File: src/rtl/f3_pkg.sv
// Shared constants, types and helpers for the function-3 sliding-tile sequencer.
package f3_pkg;

  localparam int BOARD_DIM = 4;
  localparam int CELL_W    = 4;

  typedef logic [15:0][CELL_W-1:0] board_t;

  // Key-processor instruction codes
  localparam logic [3:0] INS_NONE     = 4'd0;
  localparam logic [3:0] INS_NORTH    = 4'd1;
  localparam logic [3:0] INS_EAST     = 4'd2;
  localparam logic [3:0] INS_WEST     = 4'd3;
  localparam logic [3:0] INS_SOUTH    = 4'd4;
  localparam logic [3:0] INS_SCRAMBLE = 4'd5;

  // Blank-motion directions; the encoding matches the LFSR pick bits
  localparam logic [1:0] DIR_N = 2'd0;
  localparam logic [1:0] DIR_E = 2'd1;
  localparam logic [1:0] DIR_W = 2'd2;
  localparam logic [1:0] DIR_S = 2'd3;

  // Sequencer states
  localparam logic [2:0] ST_IDLE     = 3'd0;
  localparam logic [2:0] ST_CHECK    = 3'd1;
  localparam logic [2:0] ST_REJECT   = 3'd2;
  localparam logic [2:0] ST_SCR_PICK = 3'd3;
  localparam logic [2:0] ST_WR_BLANK = 3'd4;
  localparam logic [2:0] ST_WR_TILE  = 3'd5;

  // Solved image: cell i holds i+1, last cell is the blank
  function automatic board_t solved_board();
    board_t b;
    for (int i = 0; i < 16; i++) begin
      b[i] = (i == 15) ? '0 : CELL_W'(i + 1);
    end
    return b;
  endfunction

  // Map a player instruction code onto a blank-motion direction
  function automatic logic [1:0] code_to_dir(input logic [3:0] code);
    logic [1:0] d;
    case (code)
      INS_NORTH: d = DIR_N;
      INS_EAST:  d = DIR_E;
      INS_WEST:  d = DIR_W;
      INS_SOUTH: d = DIR_S;
      default:   d = DIR_N;
    endcase
    return d;
  endfunction

  // Returns {legal, neighbour cell} for moving the blank at pos in direction dir
  function automatic logic [4:0] move_target(input logic [3:0] pos, input logic [1:0] dir);
    logic [1:0] row;
    logic [1:0] col;
    logic       ok;
    logic [3:0] tgt;
    row = pos[3:2];
    col = pos[1:0];
    ok  = 1'b0;
    tgt = pos;
    case (dir)
      DIR_N: begin ok = (row != 2'd0);              tgt = pos - 4'd4; end
      DIR_E: begin ok = (col != 2'(BOARD_DIM - 1)); tgt = pos + 4'd1; end
      DIR_W: begin ok = (col != 2'd0);              tgt = pos - 4'd1; end
      default: begin ok = (row != 2'(BOARD_DIM - 1)); tgt = pos + 4'd4; end
    endcase
    return {ok, tgt};
  endfunction

endpackage

File: src/rtl/f3_lfsr16.sv
// Free-running 16-bit Fibonacci LFSR (taps 16,14,13,11) used to pick scramble moves.
module f3_lfsr16
  import f3_pkg::*;
#(
  parameter logic [15:0] SEED = 16'hACE1
) (
  input  logic       sysclk,
  input  logic       reset,
  output logic [1:0] pick
);

  logic [15:0] lfsr;
  logic        feedback;

  assign feedback = lfsr[15] ^ lfsr[13] ^ lfsr[12] ^ lfsr[10];
  assign pick     = lfsr[1:0];

  // Advance every cycle so that key-press timing feeds the random stream
  always_ff @(posedge sysclk or posedge reset) begin
    if (reset) begin
      lfsr <= SEED;
    end else begin
      lfsr <= {lfsr[14:0], feedback};
    end
  end

endmodule

File: src/rtl/f3_move_sequencer.sv
// Turns function-3 key presses into legal blank moves on a 4x4 board and mirrors
// every tile change to the display board memory as a blank-write/tile-write pair.
module f3_move_sequencer
  import f3_pkg::*;
#(
  parameter int          SCRAMBLE_MOVES = 64,
  parameter logic [15:0] LFSR_SEED      = 16'hACE1
) (
  input  logic        sysclk,
  input  logic        reset,
  input  logic        write,
  input  logic [3:0]  instruction,
  output logic        bw_en,
  output logic [3:0]  bw_addr,
  output logic [3:0]  bw_data,
  output logic [3:0]  blank_pos,
  output logic        busy,
  output logic        done,
  output logic        reject,
  output logic [15:0] move_count
);

  logic [2:0] state;
  logic [1:0] dir;
  logic [3:0] nbr;
  logic       scr;
  logic [9:0] remaining;
  logic       prev_write;
  logic [3:0] prev_instr;
  board_t     board;

  logic [1:0] lfsr_pick;
  logic [1:0] pick_dir;
  logic [4:0] target;
  logic       press;

  f3_lfsr16 #(.SEED(LFSR_SEED)) u_lfsr (
    .sysclk (sysclk),
    .reset  (reset),
    .pick   (lfsr_pick)
  );

  // A new press is a valid code with either a fresh write or a changed code
  assign press = write && (instruction != INS_NONE) && (instruction <= INS_SCRAMBLE) &&
                 (!prev_write || (instruction != prev_instr));

  assign pick_dir = (state == ST_SCR_PICK) ? lfsr_pick : dir;
  assign target   = move_target(blank_pos, pick_dir);

  // Command FSM, board image and registered mirror-port outputs
  always_ff @(posedge sysclk or posedge reset) begin
    if (reset) begin
      state      <= ST_IDLE;
      dir        <= DIR_N;
      nbr        <= '0;
      scr        <= 1'b0;
      remaining  <= '0;
      prev_write <= 1'b0;
      prev_instr <= INS_NONE;
      board      <= solved_board();
      blank_pos  <= 4'd15;
      bw_en      <= 1'b0;
      bw_addr    <= '0;
      bw_data    <= '0;
      busy       <= 1'b0;
      done       <= 1'b0;
      reject     <= 1'b0;
      move_count <= '0;
    end else begin
      prev_write <= write;
      prev_instr <= instruction;
      bw_en      <= 1'b0;
      bw_addr    <= '0;
      bw_data    <= '0;
      done       <= 1'b0;
      reject     <= 1'b0;
      case (state)
        ST_IDLE: begin
          busy <= press;
          if (press) begin
            if (instruction == INS_SCRAMBLE) begin
              state      <= ST_SCR_PICK;
              scr        <= 1'b1;
              remaining  <= 10'(SCRAMBLE_MOVES);
              move_count <= '0;
            end else begin
              state <= ST_CHECK;
              scr   <= 1'b0;
              dir   <= code_to_dir(instruction);
            end
          end
        end
        ST_CHECK: begin
          if (target[4]) begin
            nbr   <= target[3:0];
            state <= ST_WR_BLANK;
          end else begin
            state <= ST_REJECT;
          end
        end
        ST_REJECT: begin
          reject <= 1'b1;
          state  <= ST_IDLE;
        end
        ST_SCR_PICK: begin
          if (target[4]) begin
            nbr   <= target[3:0];
            state <= ST_WR_BLANK;
          end
        end
        ST_WR_BLANK: begin
          bw_en            <= 1'b1;
          bw_addr          <= blank_pos;
          bw_data          <= board[nbr];
          board[blank_pos] <= board[nbr];
          state            <= ST_WR_TILE;
        end
        ST_WR_TILE: begin
          bw_en      <= 1'b1;
          bw_addr    <= nbr;
          bw_data    <= '0;
          board[nbr] <= '0;
          blank_pos  <= nbr;
          if (!scr) begin
            if (move_count != 16'hFFFF) begin
              move_count <= move_count + 16'd1;
            end
            done  <= 1'b1;
            state <= ST_IDLE;
          end else begin
            remaining <= remaining - 10'd1;
            if (remaining == 10'd1) begin
              done  <= 1'b1;
              state <= ST_IDLE;
            end else begin
              state <= ST_SCR_PICK;
            end
          end
        end
        default: state <= ST_IDLE;
      endcase
    end
  end

endmodule

File: config.mk
export PLATFORM = sky130hd
export DESIGN_NAME = f3_move_sequencer
export DESIGN_NICKNAME = d
export VERILOG_FILES = /design/src/rtl/f3_pkg.sv /design/src/rtl/f3_lfsr16.sv /design/src/rtl/f3_move_sequencer.sv
export SDC_FILE = /design/constraint.sdc
export NUM_CORES = 1
export LEC_CHECK = 0
export BUFFER_PORTS_ARGS = -buffer_cell sky130_fd_sc_hd__buf_4
export CAP_MARGIN = 5
export CORE_MARGIN = 2
export CORE_UTILIZATION = 50
export DETAILED_ROUTE_END_ITERATION = 16
export PLACE_DENSITY = 0.68
export SLEW_MARGIN = 20
export SYNTH_ARGS = -nofsm -noshare
export SYNTH_HDL_FRONTEND = slang
export SYNTH_SLANG_ARGS = --single-unit
File: constraint.sdc
create_clock -name sysclk -period 5.37 [get_ports sysclk]
set_input_delay 1.074 -clock sysclk [delete_from_list [all_inputs] [get_ports sysclk]]
set_output_delay 1.074 -clock sysclk [all_outputs]
set_load 0.05 [all_outputs]
==> results.py, run 1 <==
metrics = {
    "synthesis": {
        "ys_ff_latch": 137,
        "yosys.area.top_type": "dfrtp_1",
        "yosys_warnings": 0,
        "ys.flop_type": "dfrtp_1",
        "synth_edf_count": 0,
        "avgSynthCellArea_um2": 11.88,
        "synth.top_cell.area_share": 0.3602,
        "synthTopCellsByArea": "dfrtp_1 (36%), dfstp_2 (18%), a22o_1 (8.7%)",
        "synthDistinctLibCells": 56,
        "ys_top_cells_by_count": "dfrtp_1 (93), a22o_1 (64), dfstp_2 (44)",
        "syn_inst": 544,
        "yosysMostFrequentCell": "dfrtp_1",
        "async_reset_ff_frac": 1.000,
        "syn_area_mm2": 0.006461,
        "ys_seq_area_frac": 0.5391,
        "synth_nets": 555,
    },
    "clock_network": {
        "cts_root_buf": "clkbuf_16",
        "cts_tree": "yes",
        "clk_path_buf_depth": 2,
        "cts.sinks": 137,
        "cts_hold_buf": 0,
        "ctsHtreeMaxLevel": 4,
        "cts_setup_buffers": 0,
        "cts-resized-gates": 0,
        "clk_latency_ns": 0.42,
        "cts_buffers": 17,
        "path_clk_slew_ns": 0.06,
    },
    "setup_path": {
        "worstPathMaxFanout": 19,
        "crit_family": "simple AND/OR/NAND/NOR gates",
        "max_stage_delay_ns": 0.72,
        "worst-path-buf-inv": 0,
        "cp-end-kind": "flop",
        "path_class": "flop to flop",
        "start_kind": "flop",
        "crit_cells": 8,
        "worstPathArrival_ns": 3.22,
        "worst_path_max_delay_cell": "dfrtp_1",
        "path_cells": "nand3b_1 > mux2i_1 > xnor2_1 > ha_1 > or4b_1 > o211ai_1 > xnor2_1 > a21oi_1",
        "cp.required_ns": 5.67,
        "reg2reg_depth": 8,
        "crit_top_cell": "xnor2_1",
    },
    "floorplanning": {
        "std_cell_rows": 41,
        "dieArea_mm2": 0.01385,
        "fp.dieH_um": 117.7,
        "initial_core_util": 0.5120,
        "die_w_um": 117.7,
        "ioPinCount": 39,
        "coreArea_mm2": 0.01262,
    },
    "finish": {
        "nets": 587,
        "antenna_cells": 0,
        "fill_cells": 1064,
        "drive_above_1_share": 0.2462,
        "fin_util": 0.5931,
        "syn2layout_area_growth_pct": 15.84,
    },
    "sta": {
        "period_share": 0.5436,
        "holdWs_ns": 0.3466,
        "fmax_mhz": 342.6,
        "rsz0062_at_grt": "false",
        "tightest_slew_ns": 1.040,
        "fin_crit_ns": 2.919,
        "slew_viol_final": 0,
        "max-slew-margin-rel": 0.3064,
        "setup_slack_ns": 2.451,
        "hold_viol": 0,
        "finalSetupTns_ns": 0,
        "finalSetupViolCount": 0,
        "fin_skew_ns": 0.009382,
    },
    "global_routing": {
        "antenna_found_initial": 0,
        "grt_pass1_vias": 4704,
        "grt_max_degree": 83,
        "grt_usage": 0.2217,
        "grt_pass1_wl_um": 24300,
        "grt_overflow": 0,
    },
    "detailed_routing": {
        "wire_per_inst_um": 19.03,
        "drtIter0Drc": 342,
        "vias": 4621,
        "wl_um": 14480,
        "ant_nets": 0,
        "drc": 0,
        "dr.pass1.iters": 5,
        "via_per_inst": 6.072,
    },
    "power": {
        "swShare": 0.3659,
        "ir_drop_mv": 0.3845,
        "p_int_uw": 2409,
        "p_clk_frac": 0.330,
        "pwr_density_cell_mw_per_mm2": 507.6,
        "pwr-share-comb": 0.283,
        "p_leak_uw": 0.003147,
        "pwr-share-seq": 0.387,
        "p_switching_uw": 1390,
    },
    "placement": {
        "place_congestion": 0.8526,
        "dpl.hpwl_um": 9843,
        "place_ws_ns": 2.306,
        "io_buffers": 38,
    },
    "job": {
        "drv_cap": 0,
    },
    "outcome": {
        "outcome": "finished clean",
    },
    "hold_path": {
        "hold_path_class": "flop to flop",
        "hold_depth": 0,
    },
}
[power by group through the flow]
| stage | clock network (uW) | logic, uW | registers, uW |
|---|---|---|---|
| 4_1_cts | 1260 | 1080 | 1460 |
| 3_3_place_gp | 0 | 1060 | 1470 |
| 2_1_floorplan | 0 | 644 | 1610 |
| 3_5_place_dp | 0 | 1080 | 1480 |
| 6_report | 1250 | 1080 | 1470 |
| 5_1_grt | 1320 | 1170 | 1500 |
[state kept, by name (all words and copies together) (netlist names), 2 cells and up]
register	count
blank_pos	4
board	64
bw_addr	4
bw_data	4
dir	2
move_count	16
nbr	4
prev_instr	4
remaining	10
state	3
u_lfsr.lfsr	16
[worst paths after layout]
path	from	to	slack, ns
worst max-delay path	state[0]	nbr[2]	2.45
worst min-delay path	u_lfsr.lfsr[2]	u_lfsr.lfsr[3]	0.35
worst max register to register	state[0]	nbr[2]	2.45
worst min register to register	u_lfsr.lfsr[2]	u_lfsr.lfsr[3]	0.35
max in group asynchronous	reset	board[21]	3.66
min in group asynchronous	reset	move_count[11]	0.78
[stage by stage]
| stage | power (uW) | std cells | instance area, um2 |
|---|---|---|---|
| detailed placement | 2555 | 729 | 6842 |
| global placement | 2526 | 729 | 6837 |
| global route | 3992 | 761 | 7485 |
| finish | 3799 | 761 | 7485 |
| floorplan | 2251 | 544 | 6461 |
| CTS | 3811 | 761 | 7482 |
[layer usage]
layer,part of all wire,GRT usage,vias to the layer above
li1,-,-,2106
met1,0.47,0.3189,2366
met2,0.47,0.3347,136
met3,0.050,0.05233,13
met4,0.010,0.07003,0
met5,0,0,-
[placed cells by master (no fill, tap or decap), drive strengths merged, types with 5 or more instances in the layout]
cell type,count
nor3,8
nand3,18
nand2b,7
o211ai,8
dfstp,44
a22o,64
mux4,21
nand2,32
nor2,43
clkbuf,22
mux2i,10
nand3b,6
dfrtp,93
and2,5
inv,14
nor2b,11
buf,42
a31oi,5
nor3b,6
o21ai,9
xnor2,19
or4,10
a21oi,23
a211oi,10
[cells by family (layout without fill, tap and decap cells)]
logic type	Yosys count	count (layout)	synth area share
AND/OR/NAND/NOR	170	170	0.1404
flip-flops	137	137	0.5391
AO/OA/AOI/OAI	135	135	0.1582
buffers and inverters	43	88	0.03253
multiplexers	33	33	0.09218
XOR/XNOR	22	22	0.02982
adder cells (fa/ha/maj)	4	4	0.007746
[final cells by class]
| type | count | area [um2] | area share |
|---|---|---|---|
| sequential | 137 | 3483 | 0.4654 |
| clock inverter | 10 | 166.4 | 0.02223 |
| inverter | 14 | 57.56 | 0.007690 |
| timing repair buffer | 42 | 315.3 | 0.04213 |
| multi-input combinational | 364 | 2773 | 0.3704 |
| tap | 172 | 215.2 | 0.02875 |
| clock buffer | 22 | 474.2 | 0.06336 |
Power figures use the tool's default switching activity.
==> run 2, diff against run 1 <==
PLACE_DENSITY = 0.7   (was 0.68)
clock period = 2.4 ns   (was 5.37 ns; I/O delays follow)
==> run 2 against run 1 <==
  * Highest routed layer unchanged
  * Largest cell class unchanged
  * Global-route usage is 0.70 points higher
  * Cell count is 3.3% higher
  * Sequential share of layout area is 0.87 points lower
  * Setup slack worse by 2.3 ns
  * First-iteration DRC count is 14% higher
  * Non-clock buffer count is 25 higher
  * Sequential cell count stayed put
  * Clock power is 92% higher
  * Cell area is 1.9% higher
  * Count of clock-buffer cells in the layout is 6 higher
  * Combinational power grew to 2.6 times the previous value
  * Total power is 120% higher
==> results.py, run 2 (synthesized netlist as in run 1, its figures left out) <==
metrics = {
    "hold_path": {
        "hold_path_class": "primary input to flop",
    },
    "sta": {
        "finalSetupViolCount": 0,
        "period_share": 0.9459,
        "fin_skew_ns": 0.01262,
        "finalSetupTns_ns": 0,
        "tightest_slew_ns": 0.7581,
        "hold_viol": 0,
        "max-slew-margin-rel": 0.4936,
        "holdWs_ns": 0.1928,
        "fin_crit_ns": 2.270,
        "slew_viol_final": 0,
        "rsz0062_at_grt": "false",
        "fmax_mhz": 440.5,
    },
    "setup_path": {
        "start_kind": "flop",
        "path_cells": "nand3b_1 > buf_4 > mux2i_1 > mux4_2 > and2_1 > mux2_1",
        "worst_path_max_delay_cell": "mux4_2",
        "cp-end-kind": "flop",
        "worstPathArrival_ns": 2.56,
        "path_class": "flop to flop",
        "worstPathMaxFanout": 5,
        "max_stage_delay_ns": 0.55,
        "worst-path-buf-inv": 1,
        "crit_family": "multiplexers",
        "cp.required_ns": 2.69,
    },
    "power": {
        "p_switching_uw": 3128,
        "pwr-share-seq": 0.373,
        "p_int_uw": 5236,
        "pwr-share-comb": 0.340,
        "p_clk_frac": 0.287,
        "pwr_density_cell_mw_per_mm2": 1097,
        "swShare": 0.3739,
        "ir_drop_mv": 0.6561,
        "p_leak_uw": 0.003239,
    },
    "detailed_routing": {
        "ant_nets": 0,
        "wl_um": 15090,
        "wire_per_inst_um": 19.19,
        "vias": 4734,
        "dr.pass1.iters": 5,
        "drtIter0Drc": 391,
        "drc": 0,
        "via_per_inst": 6.023,
    },
    "clock_network": {
        "cts_tree": "yes",
        "ctsHtreeMaxLevel": 4,
        "clk_latency_ns": 0.42,
        "cts_buffers": 17,
        "path_clk_slew_ns": 0.06,
        "clk_path_buf_depth": 2,
        "cts_hold_buf": 0,
        "cts_root_buf": "clkbuf_16",
        "cts.sinks": 137,
    },
    "finish": {
        "largest_register": "board",
        "layout_commonest_cell": "dfrtp_1",
        "layout_common_cells": "dfrtp_1 (93), a22o_1 (64), buf_4 (63), dfstp_2 (44), nor2_1 (43)",
        "nets": 612,
        "largest_register_ffs": 64,
        "fin_area_mm2": 0.007627,
        "antenna_cells": 0,
        "reg_top3": "board: 64 flops, move_count: 16 flops, u_lfsr.lfsr: 16 flops",
        "drive_above_1_share": 0.2687,
        "syn2layout_area_growth_pct": 18.05,
    },
    "global_routing": {
        "grt_pass1_vias": 4671,
        "grt_usage": 0.2287,
        "grt_overflow": 0,
        "antenna_found_initial": 0,
        "grt_max_degree": 40,
        "grt_pass1_wl_um": 25030,
    },
    "floorplanning": {
        "die_w_um": 117.7,
        "coreArea_mm2": 0.01262,
        "std_cell_rows": 41,
        "initial_core_util": 0.5120,
        "dieArea_mm2": 0.01385,
        "ioPinCount": 39,
        "fp.dieH_um": 117.7,
    },
    "job": {
        "drv_cap": 0,
    },
    "placement": {
        "io_buffers": 38,
        "placed_cell_area_mm2": 0.007068,
        "place_congestion": 0.8848,
        "dpl.hpwl_um": 10440,
    },
    "outcome": {
        "outcome": "finished clean",
    },
}
## run 2: cell types whose count changed in the layout (fill, tap and decap cells not counted), moves of 2 or more
cell,before,now
buf_12,0,4
buf_4,42,63
bufinv_16,4,1
clkbuf_1,2,8
clkinv_2,1,3
clkinv_4,3,0
## run 2: layer usage
metal / GRT usage / share of wire / routed length, um / vias to the layer above
met1: 0.3356 / 0.46 / 6919 / 2385
met5: 0 / 0 / 0 / -
met2: 0.3383 / 0.47 / 7080 / 172
met3: 0.05184 / 0.057 / 856 / 21
met4: 0.07605 / 0.015 / 231 / 0
li1: - / - / - / 2156
## run 2: path summary, 6_finish.rpt
check,from,to,slack [ns],cells after the start
min in group asynchronous,reset,bw_addr[0],0.20,2
worst min register to register,u_lfsr.lfsr[8],u_lfsr.lfsr[9],0.35,0
max in group asynchronous,reset,board[58],1.51,3
worst max-delay path,state[2],nbr[0],0.13,6
worst min-delay path,write,prev_write,0.19,1
worst max register to register,state[2],nbr[0],0.13,6
## run 2: final cells by class
cell class	instances	area (um2)
well taps	172	215.2
repair buffers	67	553.0
fillers	1032	4992
multi-input cells	364	2778
inverters	14	56.30
clock buffers	28	496.7
flip-flops and latches	137	3483
clock inverters	4	45.04
## run 2: timing repair
item / CTS / global route
setup buffers: 0 / 1
endpoints found under the setup margin: 0 / 2
resized for setup: 0 / 2
## run 2: through the flow
step / power [uW] / instances / worst slack [ns] / util
3_3_place_gp: 5888 / 753 / 0.2021 / 0.5601
4_1_cts: 8389 / 785 / 0.1390 / 0.6030
6_report: 8364 / 786 / 0.1299 / 0.6044
3_5_place_dp: 5970 / 753 / 0.1533 / 0.5601
2_1_floorplan: 5039 / 544 / 0.01808 / -
5_1_grt: 8777 / 786 / 0.02482 / 0.6044
## run 2: power groups by stage
stage	Combinational, uW	Clock [uW]	Sequential (uW)
6_report	2850	2400	3120
5_1_grt	3060	2540	3180
4_1_cts	2840	2440	3110
3_5_place_dp	2830	0	3140
3_3_place_gp	2770	0	3120
2_1_floorplan	1440	0	3600
==> run 3, diff against run 2 <==
GPL_TIMING_DRIVEN = 0   (was unset)
PLACE_DENSITY = 0.68   (was 0.7)
clock period = 2.9 ns   (was 2.4 ns; I/O delays follow)
==> run 3 against run 2 <==
  * Critical path depth increased by 4
  * Highest routed layer unchanged
  * Non-clock buffer count increased by 3
  * Total power decreased by 15%
  * Cell count increased by 0.38%
==> results.py, run 3 (synthesized netlist as in run 1, its figures left out) <==
metrics = {
    "outcome": {
        "outcome": "finished clean",
    },
    "sta": {
        "finalSetupTns_ns": 0,
        "finalSetupViolCount": 0,
        "fmax_mhz": 365.2,
        "rsz0062_at_grt": "false",
        "hold_viol": 0,
        "max-slew-margin-rel": 0.4499,
        "period_share": 0.9443,
        "setup_slack_ns": 0.1614,
        "fin_crit_ns": 2.739,
        "fin_skew_ns": 0.008151,
        "tightest_slew_ns": 0.8182,
        "slew_viol_final": 0,
    },
    "floorplanning": {
        "std_cell_rows": 41,
        "ioPinCount": 39,
        "die_w_um": 117.7,
        "fp.dieH_um": 117.7,
        "dieArea_mm2": 0.01385,
        "initial_core_util": 0.5120,
        "coreArea_mm2": 0.01262,
    },
    "clock_network": {
        "cts_hold_buf": 0,
        "ctsHtreeMaxLevel": 4,
        "cts.sinks": 137,
        "cts_root_buf": "clkbuf_16",
        "clk_path_buf_depth": 2,
        "cts_setup_buffers": 0,
        "path_clk_slew_ns": 0.06,
        "cts_buffers": 17,
        "cts_tree": "yes",
        "cts-resized-gates": 0,
        "clk_latency_ns": 0.42,
    },
    "placement": {
        "place_ws_ns": 0.03821,
        "dpl.hpwl_um": 10430,
        "place_congestion": 0.8537,
        "io_buffers": 38,
    },
    "detailed_routing": {
        "vias": 4743,
        "ant_nets": 0,
        "wl_um": 15290,
        "drc": 0,
        "dr.pass1.iters": 5,
        "wire_per_inst_um": 19.38,
        "drtIter0Drc": 406,
        "via_per_inst": 6.011,
    },
    "global_routing": {
        "antenna_found_initial": 0,
        "grt_usage": 0.2321,
        "grt_max_degree": 37,
        "grt_pass1_wl_um": 25310,
        "grt_pass1_vias": 4682,
        "grt_overflow": 0,
    },
    "setup_path": {
        "start_kind": "flop",
        "cp-end-kind": "flop",
        "worstPathMaxFanout": 10,
        "worstPathArrival_ns": 3.03,
        "cp.required_ns": 3.20,
        "path_class": "flop to flop",
    },
    "finish": {
        "largest_register": "board",
        "antenna_cells": 0,
        "layout_common_cells": "dfrtp_1 (93), a22o_1 (64), dfstp_2 (44), nor2_1 (43), buf_4 (38)",
        "syn2layout_area_growth_pct": 18.73,
        "nets": 615,
        "reg_top3": "board: 64 flops, move_count: 16 flops, u_lfsr.lfsr: 16 flops",
        "layout_commonest_cell": "dfrtp_1",
        "fill_cells": 1025,
        "drive_above_1_share": 0.2480,
        "largest_register_ffs": 64,
    },
    "power": {
        "p_leak_uw": 0.003229,
        "fin_total_pwr_uw": 7148,
        "pwr_density_cell_mw_per_mm2": 931.8,
        "ir_drop_mv": 0.6706,
    },
    "hold_path": {
        "hold_path_class": "primary input to asynchronous set/reset pin",
    },
    "job": {
        "drv_cap": 0,
    },
}
run 3: critical path, cell delays in order, from the launching register on:
cell and delay [ns]:
dfrtp_1 0.32, clkbuf_1 0.30, nand3b_1 0.24, clkbuf_2 0.25, mux2i_2 0.29, xnor2_1 0.11
ha_1 0.22, or4b_1 0.52, o211ai_1 0.12, xnor2_1 0.15, a21oi_1 0.10
run 3: metal layers:
metal	wire [um]	global-route usage
met4	288	0.07605
met1	7135	0.3446
met2	7022	0.3416
met5	0	0
met3	844	0.04942
run 3: cell type report:
class | instances | area [um2] | share of cell area
sequential | 137 | 3483 | 0.4541
multi-input combinational | 364 | 2771 | 0.3613
clock buffer | 24 | 481.7 | 0.06280
timing repair buffer | 42 | 365.4 | 0.04763
tap | 172 | 215.2 | 0.02805
buffer | 28 | 155.1 | 0.02023
clock inverter | 8 | 142.6 | 0.01859
inverter | 14 | 56.30 | 0.007340
run 3: through the flow:
step / hold WS, ns / utilization / instance area [um2] / instances
final: 0.2389 / 0.6079 / 7671 / 789
after detailed placement: 0.3370 / 0.5583 / 7046 / 758
after CTS: 0.2390 / 0.6078 / 7670 / 790
after global placement: 0.3326 / 0.5520 / 6965 / 754
after floorplan: 0.3312 / - / 6465 / 544
after global routing: 0.2542 / 0.6079 / 7671 / 789
run 3: where the power goes:
group	total, uW	internal, uW	switching [uW]
combinational	2340	805	1540
sequential	2510	2210	306
clock	2300	1500	792
run 3: worst paths after layout:
path	slack [ns]	startpoint	endpoint	cells after the start
setup reg to reg	0.16	state[1]	nbr[2]	10
setup / recovery	0.16	state[1]	nbr[2]	10
max in group asynchronous	2.16	reset	board[41]	4
min in group sysclk	0.29	write	prev_write	1
hold / removal	0.24	reset	bw_data[3]	3
hold reg to reg	0.35	u_lfsr.lfsr[4]	u_lfsr.lfsr[5]	0
